<file path="config.mk">
export PLATFORM = sky130hd
export DESIGN_NAME = snake_grid_renderer
export DESIGN_NICKNAME = d
export VERILOG_FILES = /design/src/rtl/snake_grid_renderer.sv
export SDC_FILE = /design/constraint.sdc
export NUM_CORES = 1
export LEC_CHECK = 0
export CAP_MARGIN = 20
export CORE_UTILIZATION = 35
export DETAILED_ROUTE_END_ITERATION = 8
export HOLD_SLACK_MARGIN = 0.12
export SYNTH_ARGS = -nofsm -noshare
export SYNTH_HDL_FRONTEND = slang
export SYNTH_SLANG_ARGS = --single-unit
</file>
<file path="constraint.sdc">
create_clock -name clk25 -period 8.17 [get_ports clk25]
set_clock_uncertainty 0.1 [all_clocks]
set_input_delay 2.451 -clock clk25 [delete_from_list [all_inputs] [get_ports clk25]]
set_output_delay 2.451 -clock clk25 [all_outputs]
set_load 0.01 [all_outputs]
</file>
<file path="src/rtl/snake_grid_renderer.sv">
// Tile-grid snake overlay: segment list -> double-buffered occupancy bitmap -> 2-stage pixel colouring.
// Optional head highlight tile when SNAKE_HEAD_EN is defined.
module snake_grid_renderer #(
  parameter int          GRID_COLS   = 10,
  parameter int          GRID_ROWS   = 10,
  parameter int          TILE_SIZE   = 40,
  parameter int          ORIGIN_X    = 48,
  parameter int          ORIGIN_Y    = 48,
  parameter int          MAX_SEGS    = 100,
  parameter logic [11:0] SNAKE_COLOR = 12'h080,
  parameter logic [11:0] HEAD_COLOR  = 12'h0F0,
  localparam int         CW          = (GRID_COLS > 1) ? $clog2(GRID_COLS) : 1,
  localparam int         RW          = (GRID_ROWS > 1) ? $clog2(GRID_ROWS) : 1,
  localparam int         SCW         = $clog2(MAX_SEGS + 1)
) (
  input  logic           clk25,
  input  logic           reset,
  input  logic           screenEnd,
  input  logic           active,
  input  logic [9:0]     x,
  input  logic [9:0]     y,
  input  logic [11:0]    bg_color,
  input  logic           game_done,
  input  logic           seg_valid,
  output logic           seg_ready,
  input  logic [CW-1:0]  seg_col,
  input  logic [RW-1:0]  seg_row,
  input  logic           seg_last,
  output logic [11:0]    pix_color,
  output logic           pix_active,
  output logic           pix_hit,
  output logic [SCW-1:0] seg_count,
  output logic           frame_overflow
);

  localparam int          NCELLS  = GRID_COLS * GRID_ROWS;
  localparam logic [10:0] OX      = 11'(ORIGIN_X);
  localparam logic [10:0] OY      = 11'(ORIGIN_Y);
  localparam logic [10:0] X_END   = 11'(ORIGIN_X + GRID_COLS * TILE_SIZE);
  localparam logic [10:0] Y_END   = 11'(ORIGIN_Y + GRID_ROWS * TILE_SIZE);
  localparam logic [10:0] TS_M1   = 11'(TILE_SIZE - 1);
  localparam logic [CW:0] COLS_L  = GRID_COLS[CW:0];
  localparam logic [RW:0] ROWS_L  = GRID_ROWS[RW:0];
  localparam logic [SCW-1:0] MAX_L = MAX_SEGS[SCW-1:0];
  localparam logic [NCELLS-1:0] CELL0 = NCELLS'(1);

  typedef enum logic [1:0] {ST_CLEAR, ST_LOAD, ST_DONE} state_t;

  function automatic int unsigned tile_idx(input int unsigned col, input int unsigned row);
    return row * GRID_COLS + col;
  endfunction

  state_t            state, state_nxt;
  logic [NCELLS-1:0] back, back_nxt, front;
  logic              accept, in_range, write_ok, drop, swap;
  int unsigned       seg_idx;

  assign accept   = (state == ST_LOAD) && seg_valid;
  assign in_range = ({1'b0, seg_col} < COLS_L) && ({1'b0, seg_row} < ROWS_L);
  assign write_ok = accept && in_range && (seg_count != MAX_L);
  assign drop     = accept && !write_ok;
  // A swap either closes a finished list or coincides with the list's last beat.
  assign swap     = screenEnd && !game_done && ((state == ST_DONE) || (accept && seg_last));
  assign seg_idx  = tile_idx(32'(seg_col), 32'(seg_row));
  assign back_nxt = back | (write_ok ? (CELL0 << seg_idx) : '0);

  always_ff @(posedge clk25 or posedge reset) begin
    if (reset) state <= ST_CLEAR;
    else       state <= state_nxt;
  end

  always_comb begin
    state_nxt = state;
    seg_ready = 1'b0;
    case (state)
      ST_CLEAR: state_nxt = ST_LOAD;
      ST_LOAD: begin
        seg_ready = 1'b1;
        if (seg_valid && seg_last) state_nxt = swap ? ST_CLEAR : ST_DONE;
      end
      ST_DONE: if (swap) state_nxt = ST_CLEAR;
      default: state_nxt = ST_CLEAR;
    endcase
  end

  always_ff @(posedge clk25 or posedge reset) begin
    if (reset) begin
      back           <= '0;
      front          <= '0;
      seg_count      <= '0;
      frame_overflow <= 1'b0;
    end else begin
      if (state == ST_CLEAR) begin
        back           <= '0;
        seg_count      <= '0;
        frame_overflow <= 1'b0;
      end else begin
        back <= back_nxt;
        if (write_ok) seg_count <= seg_count + SCW'(1);
        if (drop) frame_overflow <= 1'b1;
      end
      if (swap) front <= back_nxt;
    end
  end

  logic [10:0] x11, y11;
  logic [10:0] col_q, subx_q, row_q, suby_q;
  logic [10:0] col_cur, subx_cur, row_cur, suby_cur;
  logic        in_board, occ_s1, is_head_s1;
  int unsigned pix_idx;

  assign x11 = {1'b0, x};
  assign y11 = {1'b0, y};

`ifdef SNAKE_HEAD_EN
  logic          first_beat, hb_vld, hb_vld_nxt, hf_vld;
  logic [CW-1:0] hb_col, hb_col_nxt, hf_col;
  logic [RW-1:0] hb_row, hb_row_nxt, hf_row;

  always_comb begin
    hb_vld_nxt = hb_vld;
    hb_col_nxt = hb_col;
    hb_row_nxt = hb_row;
    if (accept && first_beat) begin
      hb_vld_nxt = write_ok;
      hb_col_nxt = seg_col;
      hb_row_nxt = seg_row;
    end
  end

  always_ff @(posedge clk25 or posedge reset) begin
    if (reset) begin
      first_beat <= 1'b1;
      hb_vld     <= 1'b0;
      hb_col     <= '0;
      hb_row     <= '0;
      hf_vld     <= 1'b0;
      hf_col     <= '0;
      hf_row     <= '0;
    end else begin
      if (state == ST_CLEAR) begin
        first_beat <= 1'b1;
        hb_vld     <= 1'b0;
      end else begin
        if (accept) first_beat <= 1'b0;
        hb_vld <= hb_vld_nxt;
        hb_col <= hb_col_nxt;
        hb_row <= hb_row_nxt;
      end
      if (swap) begin
        hf_vld <= hb_vld_nxt;
        hf_col <= hb_col_nxt;
        hf_row <= hb_row_nxt;
      end
    end
  end

  assign is_head_s1 = hf_vld && (col_cur == 11'(hf_col)) && (row_cur == 11'(hf_row));
`else
  assign is_head_s1 = 1'b0;
`endif

  // ---- S1: tile position tracking and front-bitmap lookup ----
  always_comb begin
    col_cur  = col_q;
    subx_cur = subx_q;
    row_cur  = row_q;
    suby_cur = suby_q;
    if (x11 == OX) begin
      col_cur  = '0;
      subx_cur = '0;
    end else if (subx_q == TS_M1) begin
      subx_cur = '0;
      col_cur  = col_q + 11'd1;
    end else begin
      subx_cur = subx_q + 11'd1;
    end
    // Rows advance once per line, on the board's left-edge pixel.
    if (x11 == OX) begin
      if (y11 == OY) begin
        row_cur  = '0;
        suby_cur = '0;
      end else if (y11 > OY) begin
        if (suby_q == TS_M1) begin
          suby_cur = '0;
          row_cur  = row_q + 11'd1;
        end else begin
          suby_cur = suby_q + 11'd1;
        end
      end
    end
  end

  assign in_board = (x11 >= OX) && (x11 < X_END) && (y11 >= OY) && (y11 < Y_END);
  assign pix_idx  = tile_idx(32'(col_cur), 32'(row_cur));
  assign occ_s1   = in_board && (|(front & (CELL0 << pix_idx)));

  always_ff @(posedge clk25) begin
    col_q  <= col_cur;
    subx_q <= subx_cur;
    row_q  <= row_cur;
    suby_q <= suby_cur;
  end

  logic vld_p1, occ_p1, head_p1;
  logic vld_p2, hit_p2;
  logic [11:0] color_p2;

  always_ff @(posedge clk25 or posedge reset) begin
    if (reset) begin
      vld_p1  <= 1'b0;
      occ_p1  <= 1'b0;
      head_p1 <= 1'b0;
    end else begin
      vld_p1  <= active;
      occ_p1  <= occ_s1;
      head_p1 <= occ_s1 && is_head_s1;
    end
  end

  // ---- S2: colour select against the aligned background ----
  always_ff @(posedge clk25 or posedge reset) begin
    if (reset) begin
      vld_p2   <= 1'b0;
      hit_p2   <= 1'b0;
      color_p2 <= '0;
    end else begin
      vld_p2 <= vld_p1;
      hit_p2 <= occ_p1;
      if (!vld_p1)      color_p2 <= '0;
      else if (occ_p1)  color_p2 <= head_p1 ? HEAD_COLOR : SNAKE_COLOR;
      else              color_p2 <= bg_color;
    end
  end

  assign pix_active = vld_p2;
  assign pix_hit    = hit_p2;
  assign pix_color  = color_p2;

endmodule

</file>
### Yosys cells after proc, flatten, opt, wreduce, memory -nomap -nowiden

Cells that the tools add are included.

* register bits: 270
* input port bits: 47

* add/sub/neg operators: 7
* multipliers: 2
* order comparisons: 7
* equal/unequal tests: 9
* shifts and indexed selects: 2
* multiplexer cells: 21
* bitwise operators: 2
* reductions and logical operators: 24

Operator list (number)
* two-way mux 100 bit: 2
* bitwise AND 100 bit: 1
* bitwise OR 100 bit: 1
* OR reduction 100 bit: 1
* left shift 1 x 16 -> 100 bit, first input constant: 1
* left shift 1 x 9 -> 100 bit, first input constant: 1
* two-way mux 11 bit: 8
* adder 11 x 1 -> 11 bit, second input constant: 4
* two-way mux 12 bit: 2
* == test 11 x 6 -> 1 bit, second input constant: 2
* == test 10 x 6 -> 1 bit, second input constant: 2
* >= comparator 10 x 6 -> 1 bit, second input constant: 2
* < comparator 10 x 9 -> 1 bit, second input constant: 2
* adder 15 x 11 -> 16 bit: 1
* multiplier 11 x 3 -> 14 bit, second input constant: 1
* two-way mux 7 bit: 2
* logical AND 1 bit: 13
* greater-than comparator 10 x 6 -> 1 bit, second input constant: 1
* adder 8 x 4 -> 9 bit: 1
* < comparator 4 bit, second input constant: 2
* adder 7 x 1 -> 7 bit, second input constant: 1
* multiplier 4 x 3 -> 7 bit, second input constant: 1
* != test 7 bit, second input constant: 1
* two-way mux 2 bit: 3
* other kinds (12): 18

### Logic depth before layout (Yosys ltp)

* depth after elaboration: 11
* depth in mapped cells: 26
* mapped depth without buffers: 26

### Worst setup path after synthesis

No wires, ideal clock.

* path kind: in2reg
* start: in x[0]
* end: reg occ_p1
* setup time: 0.123 ns
* data arrival time: 6.938 ns
* setup slack: 1.009 ns
* stages: 21
* buffers on the path: 0
* path through: nor4_1 nand3_2 nor3_1 and3_1 nand2_1 xor2_1 nor2_1 ha_1 ha_1 inv_1 fa_1 inv_1 ha_1 nand2_1 a21oi_1 a211oi_2 xnor2_1 a41o_1 or4_1 or4_1 o221a_1

* cells in the longest elaborated chain, start to end: 8
* elaborated cells between the ends (all ways): 14

Ends and longest elaborated chain
* from (decl): RTL line 20 `input logic [9:0] x,`
* == test 10 x 6 -> 1 bit: RTL line 179 `if (x11 == OX) begin`
* two-way mux 11 bit: RTL line 179
* named net row_cur[3]: RTL line 108 `logic [10:0] col_cur, subx_cur, row_cur, suby_cur;`
* multiplier 11 x 3 -> 14 bit: RTL line 50 `return row * GRID_COLS + col;`
* adder 15 x 11 -> 16 bit: RTL line 50
* left shift 1 x 16 -> 100 bit: RTL line 196 `assign occ_s1 = in_board && (|(front & (CELL0 << pix_idx)));`
* bitwise AND 100 bit: RTL line 196
* OR reduction 100 bit: RTL line 196
* logical AND 1 bit: RTL line 196
* named net occ_s1: RTL line 109 `logic in_board, occ_s1, is_head_s1;`
* to (signal assigned): RTL line 216 `occ_p1 <= occ_s1;`
* to (decl): RTL line 205 `logic vld_p1, occ_p1, head_p1;`

The timed path passes the listed nets, and every way through them passes these cells.
A chain may end at the register's enable or synchronous reset.

### Final worst setup path

* start: in x[6]
* end: reg occ_p1

Same word-level chain as after synthesis.

==> impl_metrics.yaml <==
sta:
  slew_viol_final: 0
  period_needed_ps: 7590
  hold_viol_final: 0
  period_share: 0.929
  setup-violations-final: 0
  worst_pin_slew_ps: 1080
  timing.fmax_mhz: 132
  rsz0062_at_grt: "no"
  finalSetupTns_ps: 0
  slew_headroom: 0.279
clocking:
  cts_resized: 0
  clockBufferDepth: 3
  cts_hold_buf: 0
  numCtsBuffers: 30
  htreeDepth: 1
  clock_sinks: 270
  worstSkewPairLatency_ps: 580
  clkTransAtPathRegs_ps: 60
  root_buffer: "clkbuf_16"
  post-cts-setup-buffer-count: 0
  cts_tree: "yes"
critical_path:
  crit_path_start_kind: "input port"
  r2r_cells: 21
  endpoint_kind: "flop"
  reg2reg_to: "occ_p1$_DFF_PP0_"
  worstReg2RegStart: "suby_q[6]$_SDFFCE_PP0P_"
  cp_data_arrival_time_ps: 7940
  worst_path_most_repeated_cell: "ha_1"
  cp_max_fo: 5
  r2r_slack_ps: 2210
  cp_num_buf_inv: 3
  critPathMaxStageDelay_ps: 490
  cp.required_ps: 8520
  cp_cell_sequence: "clkdlybuf4s50_1 -> nor4_4 -> nand3_2 -> nor3_1 -> and3_1 -> nand2_1 -> xor2_1 -> nor2_1 -> ha_1 -> ha_1 -> inv_1 -> fa_1 -> inv_1 -> ha_1 -> nand2_1 -> a21oi_1 -> a211oi_2 -> xnor2_1 -> a41o_1 -> or4_1 -> or4_1 -> o221a_1"
  critPathTopFamily: "simple AND/OR/NAND/NOR gates"
  crit_type: "in2reg"
  slowest_stage: "nor3_1"
detailed_routing:
  wire_per_inst_um: 17.0
  drc: 0
  ant_nets: 0
  vias: 9529
  wirelength_mm: 31.0
  viasPerCell: 5.24
  drt_iter0_drc: 689
  drtPass1Iterations: 5
synth:
  synth-seq-cells: 270
  synth.most_common_cell: "nor2_1"
  async_flop_share: 0.837
  ys_seq_area_frac: 0.535
  synth_area_leaders: "dfrtp_1 (46%), a21oi_1 (9.1%), nor2_1 (8.2%)"
  synthTopCellsByCount: "nor2_1 (271), a21oi_1 (227), dfrtp_1 (226), nand2_1 (66), clkbuf_1 (60)"
  synth_edf_count: 11
  avgSynthCellArea_um2: 9.61
  yosys_most_used_dff: "dfrtp_1"
  yosys.area.top_type: "dfrtp_1"
  yosysTopAreaCellShare: 0.455
  synth_nets: 1384
  ys_warn_count: 0
  netlist_area_um2: 12400
  synth.distinct_cells: 74
  synth_cells: 1292
power_and_ir_drop:
  power_density_nw_per_um2: 261
  power_mw: 3.84
  p_leak_nw: 6.41
  vdd_drop_max_mv: 0.199
global_route:
  antenna_found_initial: 0
  grt_first_pass_wirelength_mm: 50.7
  grt_start_max_net_pins: 201
  met2_usage: 0.277
  grt_pass1_vias: 9506
  use_met3: 0.0315
  overflow: 0
  grt_busiest_layer: "met2"
  gr-usage-met1: 0.245
  track_usage: 0.175
cells_and_area:
  fin_area_um2: 14700
  n_fill_cell: 3373
  synthToLayoutAreaGrowth_pct: 18.2
  drive_gt1_frac: 0.0689
  layout.nets: 1436
  antenna-diode-count: 0
  utilization: 0.423
floorplan:
  die_h_um: 190
  die-area_um2: 36200
  start_util: 0.358
  rows: 68
  core_um2: 34700
  io_pins: 70
  die_w_um: 190
status:
  status: "complete, no violations"
min_path:
  hold_class: "reg2reg"
  hold_path_depth: 0
  min_to: "pix_active$_DFF_PP0_"
  min-delay-start: "vld_p1$_DFF_PP0_"
placed_design:
  dp_hpwl_mm: 20.0
  portBuffers: 69
  place.gp.congestion: 0.828
  place_area_um2: 13600
job:
  drv_cap: 0
-- where the power goes --
group / total [mW] / leakage, nW / internal, mW / switching (mW)
combinational: 0.712 / 2.61 / 0.292 / 0.421
clock: 1.40 / 0.507 / 0.856 / 0.548
sequential: 1.72 / 3.30 / 1.56 / 0.154
-- cell families after synthesis --
group	synth area share
buf+inv	0.0296
compound gates	0.145
simple gates	0.181
xor+xnor	0.0367
mux	0.0253
flops	0.535
fa+ha+maj	0.0478
-- metrics by stage --
stage	worst slack, ps	std cells	hold slack [ps]
2_1_floorplan	1010	1292	267
3_3_place_gp	188	1767	277
3_5_place_dp	12.0	1767	289
4_1_cts	595	1819	303
5_1_grt	268	1819	310
6_report	576	1819	298
-- layer usage --
layer / up-vias / routed length (um) / part of all wire
met5: - / 0 / 0
met4: 0 / 749 / 0.024
met3: 51 / 1590 / 0.051
met2: 222 / 14000 / 0.45
met1: 4651 / 14600 / 0.47
li1: 4605 / - / -
-- placed cells by master, fill, tap and decap left out, drive strengths merged, types with 7 or more instances in the layout --
cell,count
nor2,271
a21oi,228
dfrtp,226
clkdlybuf4s50,69
nand2,66
clkbuf,42
ha,41
dfxtp,33
xor2,32
nand3,28
o21ai,24
inv,23
buf,21
xnor2,20
mux2i,19
nand4,18
and2,18
and3,15
a31oi,12
nor3,12
nor2b,11
edfxtp,11
nor4,10
or3,8
mux2,7
-- how the worst max path moves through the flow --
stage                     slack [ps]  startpoint               end  cells after the start
final                            580        x[6]  occ_p1$_DFF_PP0_                     22
after global routing             270        x[0]  occ_p1$_DFF_PP0_                     22
after CTS                        600        x[6]  occ_p1$_DFF_PP0_                     22
after detailed placement          10        x[6]  occ_p1$_DFF_PP0_                     22
after global placement           190        x[0]  occ_p1$_DFF_PP0_                     22
after floorplan                 1010        x[0]  occ_p1$_DFF_PP0_                     21
-- registers in the layout, summed over array words and instances, names as in the netlist --
name            count
back              100
front             100
pix_color          12
col_q              11
row_q              11
subx_q             11
suby_q             11
seg_count           7
state               2
frame_overflow      1
occ_p1              1
pix_active          1
pix_hit             1
vld_p1              1
-- area by class of cell --
cell class                 instances  area (um2)  area share
clock buffer                      42         857      0.0584
clock inverter                    10         179      0.0122
inverter                          23        90.1     0.00614
multi-input combinational        929        5450       0.371
sequential                       270        6650       0.453
tap                              455         569      0.0388
timing repair buffer              90         886      0.0604
No activity file was read; power rests on OpenSTA's default activity.
